<file path="src/rtl/right_shift_sequencer.sv">
// Multi-cycle right shifter: captures an operand, shifts it one bit per clock
// (arithmetic or logical), then holds the result under a valid/ready handshake.
//
// state | meaning
// ------+------------------------------------------------------------
// IDLE  | waiting for start; dout keeps the last result
// SHIFT | one right shift per clock until the down-counter reaches 0
// DONE  | result valid on dout; held until out_ready is sampled high
module right_shift_sequencer #(
  parameter  int width = 16,
  localparam int AW    = $clog2(width)
) (
  input  logic             clk,
  input  logic             reset,
  input  logic             start,
  input  logic [width-1:0] din,
  input  logic [AW-1:0]    amount,
  input  logic             mode,
  output logic             busy,
  output logic             out_valid,
  input  logic             out_ready,
  output logic [width-1:0] dout
);

  typedef enum logic [1:0] {
    IDLE  = 2'd0,
    SHIFT = 2'd1,
    DONE  = 2'd2
  } state_t;

  state_t          state;
  state_t          state_nxt;
  logic [AW-1:0]   cnt;
  logic            mode_q;
  logic            capture;
  logic            last_shift;
  logic            fill_bit;

  // A capture only happens from IDLE, so start is ignored while busy.
  assign capture    = (state == IDLE) && start;
  // Terminal count: the shift performed at this edge is the final one.
  assign last_shift = (cnt == AW'(1));
  // mode_q: 0 replicates the sign bit, 1 shifts in zeros.
  assign fill_bit   = mode_q ? 1'b0 : dout[width-1];

  // State register with synchronous reset.
  always_ff @(posedge clk) begin
    if (reset) state <= IDLE;
    else       state <= state_nxt;
  end

  // Next-state decode and Moore outputs.
  always_comb begin
    state_nxt = state;
    busy      = 1'b0;
    out_valid = 1'b0;
    unique case (state)
      IDLE: begin
        if (start) state_nxt = (amount == '0) ? DONE : SHIFT;
      end
      SHIFT: begin
        busy = 1'b1;
        if (last_shift) state_nxt = DONE;
      end
      DONE: begin
        busy      = 1'b1;
        out_valid = 1'b1;
        if (out_ready) state_nxt = IDLE;
      end
      default: state_nxt = IDLE;
    endcase
  end

  // Datapath: operand/amount/mode capture, then one shift and decrement per SHIFT clock.
  always_ff @(posedge clk) begin
    if (reset) begin
      dout   <= '0;
      cnt    <= '0;
      mode_q <= 1'b0;
    end else if (capture) begin
      dout   <= din;
      cnt    <= amount;
      mode_q <= mode;
    end else if (state == SHIFT) begin
      dout <= {fill_bit, dout[width-1:1]};
      cnt  <= cnt - AW'(1);
    end
  end

endmodule

</file>
<file path="config.mk">
export PLATFORM = sky130hd
export DESIGN_NAME = right_shift_sequencer
export DESIGN_NICKNAME = d
export VERILOG_FILES = /design/src/rtl/right_shift_sequencer.sv
export SDC_FILE = /design/constraint.sdc
export NUM_CORES = 1
export LEC_CHECK = 0
export ABC_AREA = 1
export BUFFER_PORTS_ARGS = -buffer_cell sky130_fd_sc_hd__buf_4
export CAP_MARGIN = 20
export CORE_MARGIN = 8
export CORE_UTILIZATION = 51
export CTS_BUF_LIST = sky130_fd_sc_hd__clkbuf_4
export DETAILED_ROUTE_END_ITERATION = 8
export PLACE_DENSITY = 0.81
export RECOVER_POWER = 50
export SETUP_SLACK_MARGIN = 0.1
export SLEW_MARGIN = 30
export SYNTH_ARGS = -nofsm -noshare
export SYNTH_HDL_FRONTEND = slang
export SYNTH_SLANG_ARGS = --single-unit
</file>
<file path="constraint.sdc">
create_clock -name clk -period 1.7 [get_ports clk]
set_input_delay 0 -clock clk [delete_from_list [all_inputs] [get_ports clk]]
set_output_delay 0 -clock clk [all_outputs]
set_load 0.005 [all_outputs]
</file>
==> results.md <==
* Synth Area in XOR/XNOR at 0.696%
* Count of fill cells added during filler insertion at 185
* Leakage power at 0.995 nW
* WL per Instance at 11.5 um
* Max Cap Viol at 0
* Number of instances in the synthesized netlist at 189
* Number of distinct standard cells referenced by the synthesized netlist at 20
* Pin count of the biggest net entering global routing at 22
* Hold Slack at 0.0151 ns
* Initial core utilization at 52.2%
* Post-route clock skew at 0.00257 ns
* Wire length of the first global-routing pass at 5440 um
* Worst VDD drop at 0.00116 V
* Diodes inserted at 0
* Maximum frequency from static timing analysis at 662 MHz
* Per-cell via count in the routed design at 4.76
* Kind of critical path: flop to flop
* Fin nets at 285
* Number of global-route vias before repair at 1321
* Synthesized-area fraction occupied by ao, oa, aoi and oai cells at 4.57%
* Clock sink total at 23
* Area growth syn-to-layout at 45.3%
* Core footprint at 2410 um^2
* Final Setup Violations at 0
* Type of element launching the critical path: flop
* Relative max-transition margin at 77.6%
* Antenna violations before repair at 0
* Dpl cell area at 1550 um^2
* Post-synthesis mux area share at 0%
* Mean post-synth cell area at 6.66 um^2
* Largest family of logic cells by synthesized area: simple AND/OR/NAND/NOR gates
* Post-synth EDFFs at 0
* Finished Core Util at 75.9%
* Total wirelength of the detailed-routed design at 3250 um
* Leading cell type in the layout, fill and taps excluded: sky130_fd_sc_hd__nand2_1
* Initial DRC count at 87
* Minimum setup slack in the final design at 0.188 ns
* Antenna-violating nets left at 0
* Simple-gate share of the synthesized area at 38.2%
* Non-filler cells, final at 284
* Area of all placed cells without fillers at 1830 um^2
* Worst hold-check path type: input pin to flop
* YS warnings at 0
* Overall die area at 4310 um^2
* HPWL reported at the end of detailed placement at 2170 um
* TritonCTS clock tree: built
* IO Pins at 43
* Layout cells sized above 1 at 22.0%
* Post-Synth Adder-Cell Area at 4.97%
* Crit path required time at 1.97 ns
* Post-Syn Nets at 219
* Crit end category: flop
* Clock latency at the later pin of the worst-skew pair at 0.31 ns
* H-Tree Level Count at 1
* DR DRC count at 0
* Number of buffers on the longest clock path at 2
* Final critical-path required period at 1.51 ns
* Final-report hold violation count at 0
* Run status: complete, no violations
* Overall via count from detail_route at 1352
* Pre-Repair DR Iteration Count at 4
* Sequential cell area fraction in the yosys report at 36.6%
* Flops & latches, synth at 23
* Setup WS pre-CTS at 0.121 ns
* Clock root buffer master: sky130_fd_sc_hd__clkbuf_4
* Transition time at the pin with the least slew margin at 0.336 ns
* Final slew viol count at 0
* Global placer's final weighted congestion at 0.788
* Top fanout value on the critical path at 21
* Highest-count cells in the layout ignoring fill and taps: 78 x sky130_fd_sc_hd__nand2_1, 28 x sky130_fd_sc_hd__inv_1, 28 x sky130_fd_sc_hd__buf_4, 23 x sky130_fd_sc_hd__dfxtp_1
* Combined area of all synthesized cells at 1260 um^2
* Final total negative setup slack at 0 ns
* Die X at 65.7 um
* Port bufs at 42
* All-layer global routing usage at 15.2%
* Top FF cell, synth: sky130_fd_sc_hd__dfxtp_1
* Inst Count DP at 256
* Post-route total power at 2.40 mW
* Cell Rows at 18
* Clock buffer count from CTS at 3
* Power per cell area at 1310 nW/um^2
* Overall die height at 65.7 um
* Post-CTS clock slew at the launch and capture registers of the worst setup and hold paths at 0.13 ns
* Proportion of synthesized flip-flops having asynchronous set or reset at 0%
* Unrepaired setup endpoints after global routing: no
* Arrival time reported for the critical path endpoint at 1.78 ns
* Period utilisation layout at 88.9%
* Overflow left after global routing at 0
-- sequential cells by signal, indices dropped and copies added (netlist names) --
signal  cells
cnt         4
dout       16
mode_q      1
state       2
-- per-layer routing --
metal / vias up / GRT usage (%) / routed length [um] / part of all wire [%]
met5: - / 0 / 0 / 0
met4: 0 / 4.09 / 23 / 0.71
met3: 2 / 3.74 / 186 / 5.7
met2: 33 / 27.3 / 1660 / 51
met1: 616 / 17.3 / 1390 / 43
li1: 701 / - / - / -
-- logic make-up after synthesis --
family | count (synthesis)
DFF | 23
and+or+nand+nor | 114
xor gates and xnor gates | 1
AOI/OAI and AO/OA | 10
buffers and inverters | 36
adders and majority gates | 5
-- synth_stat cells, types with 2 or more instances --
| cell type | n | area [um^2] |
|---|---|---|
| sky130_fd_sc_hd__nand3_1 | 20 | 100 |
| sky130_fd_sc_hd__dfxtp_1 | 23 | 460 |
| sky130_fd_sc_hd__inv_1 | 28 | 105 |
| sky130_fd_sc_hd__buf_4 | 2 | 15.0 |
| sky130_fd_sc_hd__nand2_1 | 78 | 293 |
| sky130_fd_sc_hd__o21ai_0 | 4 | 20.0 |
| sky130_fd_sc_hd__nor2_4 | 2 | 22.5 |
| sky130_fd_sc_hd__ha_1 | 5 | 62.6 |
| sky130_fd_sc_hd__nor2_1 | 11 | 41.3 |
| sky130_fd_sc_hd__a21oi_1 | 5 | 25.0 |
| sky130_fd_sc_hd__buf_12 | 2 | 40.0 |
-- what timing repair did --
action | 4_1_cts | 5_1_grt
buffers inserted | 2 | 2
resized for setup | 0 | 1
setup endpoints to repair | 1 | 16
pin swaps | 1 | 2
endpoints found under the hold margin | 19 | 0
hold buffers | 20 | 0
-- where the power goes --
group | total, mW | leakage, nW | switching (mW) | internal (mW)
clock network | 0.258 | 0.0177 | 0.170 | 0.0878
logic | 1.31 | 0.788 | 0.695 | 0.619
registers | 0.828 | 0.189 | 0.125 | 0.703
total | 2.40 | 0.995 | 0.990 | 1.41
-- final cells by class --
class / instances / area, um^2 / area share (%)
timing repair buffer: 68 / 578 / 31.6
clock inverter: 1 / 5.00 / 0.274
inverter: 29 / 116 / 6.36
clock buffer: 3 / 22.5 / 1.23
multi-input combinational: 130 / 609 / 33.3
sequential: 23 / 460 / 25.2
tap: 30 / 37.5 / 2.05
-- final timing paths --
check / cells after the start / startpoint / slack (ns) / endpoint
hold / removal: 3 / amount[0] / 0.02 / cnt[0]
setup reg to reg: 10 / state[0] / 0.19 / dout[5]
hold reg to reg: 1 / mode_q / 0.48 / dout[15]
setup / recovery: 10 / state[0] / 0.19 / dout[5]
-- critical path: stages, from the launching register on --
cell,delay (ns)
sky130_fd_sc_hd__dfxtp_1,0.37
sky130_fd_sc_hd__inv_1,0.07
sky130_fd_sc_hd__ha_1,0.26
sky130_fd_sc_hd__nand2_4,0.13
sky130_fd_sc_hd__inv_8,0.08
sky130_fd_sc_hd__nor2_4,0.15
sky130_fd_sc_hd__buf_12,0.15
sky130_fd_sc_hd__nand2_1,0.06
sky130_fd_sc_hd__nand3_1,0.08
sky130_fd_sc_hd__nand2_1,0.06
sky130_fd_sc_hd__inv_1,0.05
(Power assumes the default switching activity.)
